$ cat config.mk
export PLATFORM = sky130hd
export DESIGN_NAME = apb_slave_regfile
export DESIGN_NICKNAME = d
export VERILOG_FILES = /design/src/rtl/apb_slave_regfile_pkg.sv /design/src/rtl/apb_proto_chk.sv /design/src/rtl/apb_slave_regfile.sv
export SDC_FILE = /design/constraint.sdc
export NUM_CORES = 1
export LEC_CHECK = 0
export BUFFER_PORTS_ARGS = -buffer_cell sky130_fd_sc_hd__buf_2
export CAP_MARGIN = 15
export CORE_ASPECT_RATIO = 1.4
export CORE_MARGIN = 1
export CORE_UTILIZATION = 60
export CTS_BUF_LIST = sky130_fd_sc_hd__clkbuf_4
export DETAILED_ROUTE_END_ITERATION = 7
export GPL_TIMING_DRIVEN = 0
export HOLD_SLACK_MARGIN = 0.06
export PLACE_DENSITY = 0.78
export SYNTH_ARGS = -nofsm -noshare
export SYNTH_HDL_FRONTEND = slang
export SYNTH_HIERARCHICAL = 1
export SYNTH_SLANG_ARGS = --single-unit
$ cat constraint.sdc
create_clock -name hclk -period 8.02 [get_ports hclk]
set_clock_uncertainty 0.15 [all_clocks]
set_input_delay 1.203 -clock hclk [delete_from_list [all_inputs] [get_ports hclk]]
set_output_delay 1.203 -clock hclk [all_outputs]
set_load 0.02 [all_outputs]
$ cat src/rtl/apb_slave_regfile_pkg.sv
`default_nettype none
// ============================================================================
//  Module   : apb_slave_regfile_pkg
//  Purpose  : Shared APB completer definitions: FSM encodings, select width,
//             default slave address map and the address-decode helper.
//  Revision : 1.0
// ============================================================================
package apb_slave_regfile_pkg;

    localparam int c_psel_w = 3;

    typedef enum logic [1:0] {
        APB_IDLE   = 2'b00,
        APB_SETUP  = 2'b01,
        APB_ACCESS = 2'b10
    } apb_state_t;

    localparam logic [31:0] c_slv0_base = 32'h8000_0000;
    localparam logic [31:0] c_slv1_base = 32'h8400_0000;
    localparam logic [31:0] c_slv2_base = 32'h8800_0000;

    // Base is aligned to the window span, so a masked compare is a range check.
    function automatic logic addr_hit(input logic [31:0] addr,
                                      input logic [31:0] base,
                                      input logic [31:0] span);
        return ((addr & ~(span - 32'd1)) == base) && (addr[1:0] == 2'b00);
    endfunction

endpackage
`default_nettype wire

$ cat src/rtl/apb_proto_chk.sv
`default_nettype none
// ============================================================================
//  Module   : apb_proto_chk
//  Purpose  : Captures the SETUP-phase control/data of an APB transfer and
//             flags access-phase protocol violations with a sticky error bit.
//  Revision : 1.0
// ============================================================================
module apb_proto_chk #(
    parameter int AW = 32,
    parameter int DW = 32
) (
    input  logic          clk,
    input  logic          rst,
    input  logic          i_capture,
    input  logic          i_check,
    input  logic          i_ready,
    input  logic          i_sel,
    input  logic          i_penable,
    input  logic          i_idle_err,
    input  logic [AW-1:0] i_addr,
    input  logic          i_write,
    input  logic [DW-1:0] i_wdata,
    output logic [AW-1:0] o_addr,
    output logic          o_write,
    output logic [DW-1:0] o_wdata,
    output logic          o_viol,
    output logic          o_prot_err
);

    logic [AW-1:0] r_addr;
    logic          r_write;
    logic [DW-1:0] r_wdata;
    logic          r_prot_err;
    logic          w_held;
    logic          w_mismatch;

    always_ff @(posedge clk) begin
        if (rst) begin
            r_addr  <= '0;
            r_write <= 1'b0;
            r_wdata <= '0;
        end else if (i_capture) begin
            r_addr  <= i_addr;
            r_write <= i_write;
            r_wdata <= i_wdata;
        end
    end

    assign w_held     = i_sel && i_penable;
    assign w_mismatch = (i_addr != r_addr) || (i_write != r_write) || (i_wdata != r_wdata);

    // A released bus is only illegal while the completer is still inserting waits.
    assign o_viol = i_check && (w_held ? w_mismatch : !i_ready);

    always_ff @(posedge clk) begin
        if (rst) begin
            r_prot_err <= 1'b0;
        end else if (o_viol || i_idle_err) begin
            r_prot_err <= 1'b1;
        end
    end

    assign o_addr     = r_addr;
    assign o_write    = r_write;
    assign o_wdata    = r_wdata;
    assign o_prot_err = r_prot_err;

endmodule
`default_nettype wire

$ cat src/rtl/apb_slave_regfile.sv
`default_nettype none
// ============================================================================
//  Module   : apb_slave_regfile
//  Purpose  : APB completer serving a zero-initialised 32-bit register file,
//             with programmable wait states and a sticky protocol-error flag.
//  Revision : 1.0
// ============================================================================
module apb_slave_regfile
    import apb_slave_regfile_pkg::*;
#(
    parameter int          SEL_BIT     = 0,
    parameter logic [31:0] BASE_ADDR   = 32'h8000_0000,
    parameter int          DEPTH       = 16,
    parameter int          WAIT_STATES = 0
) (
    input  logic                hclk,
    input  logic                hreset,
    input  logic [c_psel_w-1:0] pselx,
    input  logic                penable,
    input  logic                pwrite,
    input  logic [31:0]         paddr,
    input  logic [31:0]         pwdata,
    output logic [31:0]         prdata,
    output logic                pready,
    output logic                pslverr,
    output logic                prot_err
);

    localparam int          c_idx_w = $clog2(DEPTH);
    localparam logic [31:0] c_span  = 32'(DEPTH * 4);
    localparam logic [3:0]  c_wait  = 4'(WAIT_STATES);

    apb_state_t         r_state;
    apb_state_t         w_phase;
    apb_state_t         w_next;
    logic [31:0]        r_regs [DEPTH];
    logic [31:0]        r_prdata;
    logic [3:0]         r_wcnt;

    logic               w_sel;
    logic               w_unused_psel;
    logic               w_setup;
    logic               w_access;
    logic               w_ready;
    logic               w_idle_err;
    logic               w_viol;
    logic               w_complete;
    logic               w_commit;
    logic               w_rd_hit;
    logic               w_lat_hit;
    logic [c_idx_w-1:0] w_rd_idx;
    logic [c_idx_w-1:0] w_wr_idx;
    logic [31:0]        w_lat_addr;
    logic               w_lat_write;
    logic [31:0]        w_lat_wdata;

    assign w_sel         = pselx[SEL_BIT];
    assign w_unused_psel = ^pselx;

    assign w_rd_hit  = addr_hit(paddr, BASE_ADDR, c_span);
    assign w_rd_idx  = paddr[c_idx_w+1:2];
    assign w_lat_hit = addr_hit(w_lat_addr, BASE_ADDR, c_span);
    assign w_wr_idx  = w_lat_addr[c_idx_w+1:2];

    // The register only ever rests in IDLE or ACCESS; SETUP is the phase of the
    // cycle in which an idle slave sees a new select without penable.
    always_comb begin
        w_phase    = r_state;
        w_next     = APB_IDLE;
        w_ready    = 1'b1;
        w_idle_err = 1'b0;
        if (r_state == APB_IDLE && w_sel && !penable) begin
            w_phase = APB_SETUP;
        end
        w_setup  = (w_phase == APB_SETUP);
        w_access = (w_phase == APB_ACCESS);
        if (w_access) begin
            w_ready = (r_wcnt == c_wait);
        end
        case (w_phase)
            APB_IDLE: begin
                w_idle_err = w_sel && penable;
                w_next     = APB_IDLE;
            end
            APB_SETUP: begin
                w_next = APB_ACCESS;
            end
            APB_ACCESS: begin
                w_next = (w_viol || w_ready) ? APB_IDLE : APB_ACCESS;
            end
            default: begin
                w_next = APB_IDLE;
            end
        endcase
    end

    assign w_complete = w_access && w_ready && w_sel && penable && !w_viol;
    assign w_commit   = w_complete && w_lat_write && w_lat_hit;

    always_ff @(posedge hclk) begin
        if (hreset) begin
            r_state  <= APB_IDLE;
            r_wcnt   <= '0;
            r_prdata <= '0;
        end else begin
            r_state <= w_next;
            if (w_setup) begin
                r_wcnt <= '0;
                if (!pwrite) begin
                    r_prdata <= w_rd_hit ? r_regs[w_rd_idx] : 32'd0;
                end
            end else if (w_access && !w_ready && !w_viol) begin
                r_wcnt <= r_wcnt + 4'd1;
            end
        end
    end

    always_ff @(posedge hclk) begin
        if (hreset) begin
            for (int i = 0; i < DEPTH; i++) begin
                r_regs[i] <= '0;
            end
        end else if (w_commit) begin
            r_regs[w_wr_idx] <= w_lat_wdata;
        end
    end

    apb_proto_chk #(
        .AW (32),
        .DW (32)
    ) u_proto_chk (
        .clk        (hclk),
        .rst        (hreset),
        .i_capture  (w_setup),
        .i_check    (w_access),
        .i_ready    (w_ready),
        .i_sel      (w_sel),
        .i_penable  (penable),
        .i_idle_err (w_idle_err),
        .i_addr     (paddr),
        .i_write    (pwrite),
        .i_wdata    (pwdata),
        .o_addr     (w_lat_addr),
        .o_write    (w_lat_write),
        .o_wdata    (w_lat_wdata),
        .o_viol     (w_viol),
        .o_prot_err (prot_err)
    );

    assign prdata  = r_prdata;
    assign pready  = w_ready;
    assign pslverr = w_access && w_ready && !w_lat_hit;

endmodule
`default_nettype wire
* Word-level counts from Yosys, hierarchy flattened
Memories as Yosys holds them, arrays and structs flattened.
Index checks and enable logic that the tools add are counted.
** Storage, ports and cells
- Input port bits :: 71
- Flip-flop bits (word level) :: 104
- Memories :: 1
- Word-level logic and storage cells :: 63
- Bits in writable memories :: 512
** Cells by class
- Bitwise gates (word level) :: 1
- Reductions and logical operators :: 31
- Eq/ne operators :: 7
- Multiplexer cells :: 15
- $add $sub $neg :: 1
** Memories
- r_regs :: words 16, bits a word 32, rd ports 1, clocked after memory_dff 0, wr ports 16, line apb_slave_regfile.sv:36 : logic [31:0] r_regs [DEPTH];
** Operators with widths (count)
- 2-to-1 mux 32 bit :: 2
- inequality test 32 bit :: 2
- equality test 26 bit, second input constant :: 2
- OR reduction 32 bit :: 1
- logical AND 1 bit :: 15
- 2-to-1 mux 1 bit :: 9
- logical NOT 2 bit :: 4
- adder 4 x 1 -> 4 bit, second input constant :: 1
- logical NOT 1 bit :: 4
- logical NOT 4 bit :: 1
- logical OR 1 bit :: 4
- 2-to-1 mux 2 bit :: 2
- 2-to-1 mux 4 bit :: 1
- case mux 2 bit (2 select lines) :: 1
- equality test 2 x 1 -> 1 bit, second input constant :: 1
- equality test 2 bit, second input constant :: 1
- AND reduction 2 bit :: 1
- OR reduction 2 bit :: 1
- inequality test 1 bit :: 1
- inverter 1 bit :: 1

* Longest topological paths before layout
- Word-level depth :: 18
- Mapped depth :: 14
- Mapped depth without buffers :: 12

* Modules after synthesis
The synthesis kept the hierarchy.
** By module, submodules not included
- apb_slave_regfile :: sequential area each 16115.5 µm², cells each 2065, instances 1, area an instance 24867.6 µm²
- apb_proto_chk :: sequential area each 1321.3 µm², cells each 324, instances 1, area an instance 3106.7 µm²

* Least setup slack after synthesis
No wires, ideal clock.
- Kind :: input -> register
- Start :: input paddr[22]
- End :: memory r_regs[8][0] (enable)
- Cell stages on the path :: 11
- Path slack :: 1.719 ns
- Data arrival time :: 5.681 ns
- Buffers on the path :: 1
- Cells stage by stage :: xnor2_1 nand2_1 or4_4 nor3_2 a21oi_1 nand2b_1 nor4_4 and3_1 buf_4 nand2_2 o31ai_1
** RTL lines
- start: declaration :: line apb_slave_regfile.sv:21 : input logic [31:0] paddr,
- end: declaration :: line apb_slave_regfile.sv:36

==> impl_metrics.tcl <==
set metrics [dict create \
    outcome "complete, no violations" \
    drive_gt1_share_pct 18.6 \
    clkPwrFrac_pct 40.1 \
    fin_crit_ps 5350 \
    fin_crit_sh_pct 66.7 \
    r2r_slack_ps 2670 \
    grt_pass1_wl_mm 122 \
    final_nets 2725 \
    ys_seq_area_share_pct 62.3 \
    h-tree-depth 4 \
    avgSynthCellArea_um2 11.7 \
    cts_buffers 146 \
    worstMarginPinSlew_ps 1160 \
    hold_ws_ps 299 \
    fp.dieW_um 184 \
    grt_max_degree 33 \
    internal-power_w 0.00519 \
    wirelength_mm 83.0 \
    synthArstFlopShare_pct 0 \
    min_from "prdata[3]$_SDFFE_PP0P_" \
    ir_drop_mv 0.126 \
    synth_cells 2389 \
    mostFrequentLayoutCells "edfxtp_1, nor2_1, clkbuf_4, nand2_1, and2_1" \
    ys.flop_type "edfxtp_1" \
    critPathMaxFanout 32 \
    cts_setup_buffers 0 \
    drc 0 \
    grt_pass1_vias 20953 \
    grtUsageTotal_pct 35.8 \
    fmax_mhz 187 \
    final_common_cell "edfxtp_1" \
    synth_seq_cells 615 \
    start_kind "register" \
    hold_depth 2 \
    end_kind "register" \
    drt-vias-per-instance 6.00 \
    clk_pin_slew_worst_paths_ps 70 \
    vias 20334 \
    root_buffer "clkbuf_4" \
    multiInputGateArea_mm2 0.00989 \
    synth_nets 2462 \
    p_seq_share_pct 52.7 \
    crit_type "reg -> reg" \
    fillers 3329 \
    cap_violations 0 \
    antenna_found_initial 3 \
    rows 93 \
    dp_slack_ps 2000 \
    detail_route.first_pass.iterations 8 \
    ys_types 52 \
    p_sw_share_pct 24.5 \
    power.density_mw_per_mm2 217 \
    synth_edf_count 512 \
    ios 106 \
    min_to "prdata[3]$_SDFFE_PP0P_" \
    syn_to_final_growth_pct 13.4 \
    io_buffers 103 \
    gr-total-overflow 0 \
    grt_setup_unrepaired "no" \
    drv_slew 0 \
    comb_power_share_pct 7.3 \
    leakagePower_nw 11.6 \
    yosysWarningCount 6 \
    setup_viol 0 \
    initial_core_util_pct 60.9 \
    dr.first_iter.drc_count 2280 \
    switchingPower_w 0.00168 \
    clockBufferDepth 3 \
    routabilityCongestion 0.941 \
    core_region_area_mm2 0.0460 \
    cp.arrival_ps 5710 \
    die_area_mm2 0.0475 \
    r2r_cells 10 \
    fin_ws_ps 2670 \
    r2r_end "r_regs[0][15]$_SDFFCE_PN0P_" \
    die_h_um 257 \
    slew_headroom_pct 23.0 \
    crit_required_ps 8380 \
    drtAntennaViolNets 0 \
    wl_per_cell_um 24.5 \
    cts_tree "yes" \
    hold_buffers 0 \
    regArea_mm2 0.0174 \
    p_total_w 0.00687 \
    clk_latency_ps 910 \
    hold_viol 0 \
    hold_path_class "reg -> reg" \
    hpwlAfterDp_mm 61.7 \
    ctsResizeCount 0 \
    r2r-start "u_proto_chk/o_wdata[2]$_SDFFE_PP0P_" \
    syn-cell-area_mm2 0.0280 \
    clkSinkCount 615 \
    crit_start "u_proto_chk/o_wdata[2]$_SDFFE_PP0P_" \
]
==> worst max-delay path, cell delays in order, from the launching register on <==
cell and delay (ps):
dfxtp_1 760, nor2b_1 90, a2111oi_0 440, nand4_1 250
nor3_2 590, a21oi_1 160, nand2b_1 230, nor4_4 580
nand4_4 320, nor3_4 450, or2_2 900
==> per-stage QoR <==
step | util (%) | cells | TNS [ps] | cell area, um^2
floorplan | - | 2389 | 0 | 28000
global placement | 63.7 | 3109 | -313640 | 29300
detailed placement | 64.6 | 3121 | 0 | 29700
CTS | 69.0 | 3388 | 0 | 31700
global route | 69.0 | 3390 | 0 | 31700
finish | 69.0 | 3390 | 0 | 31700
==> logic make-up after synthesis <==
family | after synthesis | share of synthesized area, %
DFF | 615 | 62.3
and+or+nand+nor | 1031 | 17.7
adders and majority gates | 2 | 0.0894
muxes | 258 | 9.86
AOI/OAI and AO/OA | 243 | 5.60
xor gates and xnor gates | 51 | 1.60
buffers and inverters | 189 | 2.83
==> worst max-delay path by stage <==
| stage | endpoint | slack (ps) | depth (start not counted) |
|---|---|---|---|
| detailed placement | r_regs[8][16]$_SDFFCE_PN0P_ | 2000 | 13 |
| global placement | r_regs[1][16]$_SDFFCE_PN0P_ | -1320 | 11 |
| global route | r_regs[8][14]$_SDFFCE_PN0P_ | 2600 | 12 |
| finish | r_regs[0][15]$_SDFFCE_PN0P_ | 2670 | 10 |
| floorplan | r_regs[8][0]$_SDFFCE_PN0P_ | 1720 | 11 |
| CTS | r_regs[8][14]$_SDFFCE_PN0P_ | 2800 | 12 |
==> power by group through the flow <==
stage / clock network [W] / registers, W / logic (W)
CTS: 0.00276 / 0.00362 / 0.000490
detailed placement: 0 / 0.00369 / 0.000488
global placement: 0 / 0.00369 / 0.000455
floorplan: 0 / 0.00366 / 0.000289
finish: 0.00275 / 0.00362 / 0.000500
global route: 0.00291 / 0.00363 / 0.000526
==> area by class of cell <==
| cell class | instances | area share [%] |
|---|---|---|
| Sequential cell | 615 | 55.0 |
| Multi-Input combinational cell | 1585 | 31.2 |
| Clock buffer | 218 | 5.16 |
| Timing Repair Buffer | 115 | 2.56 |
| Tap cell | 617 | 2.43 |
| Buffer | 173 | 2.30 |
| Clock inverter | 49 | 1.18 |
| Inverter | 16 | 0.189 |
| Antenna cell | 2 | 0.0158 |
==> state kept, by name, summed over array words and instances, names as in the netlist <==
name / flops
r_state: 1
u_proto_chk/o_prot_err: 1
u_proto_chk/o_wdata: 32
u_proto_chk/o_addr: 32
r_wcnt: 4
r_regs: 512
u_proto_chk/o_write: 1
prdata: 32
==> cells in the mapped netlist (all sizes together) (24+ instances only) <==
library cell	number	share of area, %
edfxtp	512	55
nor3	35	0.76
a22oi	29	0.78
mux2	61	2.5
o21ai	76	1.4
nor2b	42	0.94
xor2	48	1.5
buf	70	1.2
o31ai	31	0.83
dfxtp	103	7.4
mux2i	189	6.8
a2111oi	33	1.0
nand3	34	0.63
o22ai	31	0.69
nand3b	31	0.83
nand2	203	2.7
a21oi	34	0.61
nor2	431	5.8
clkbuf	103	1.4
and2	193	4.3
nor4	24	0.59
==> metal layers <==
layer	global-route usage, %	vias to the layer above	routed length (um)
met5	0	-	0
met4	21.4	0	4720
met3	7.25	224	7960
met2	60.8	1219	41400
met1	41.6	9750	28900
li1	-	9141	-
(Power assumes the default switching activity.)
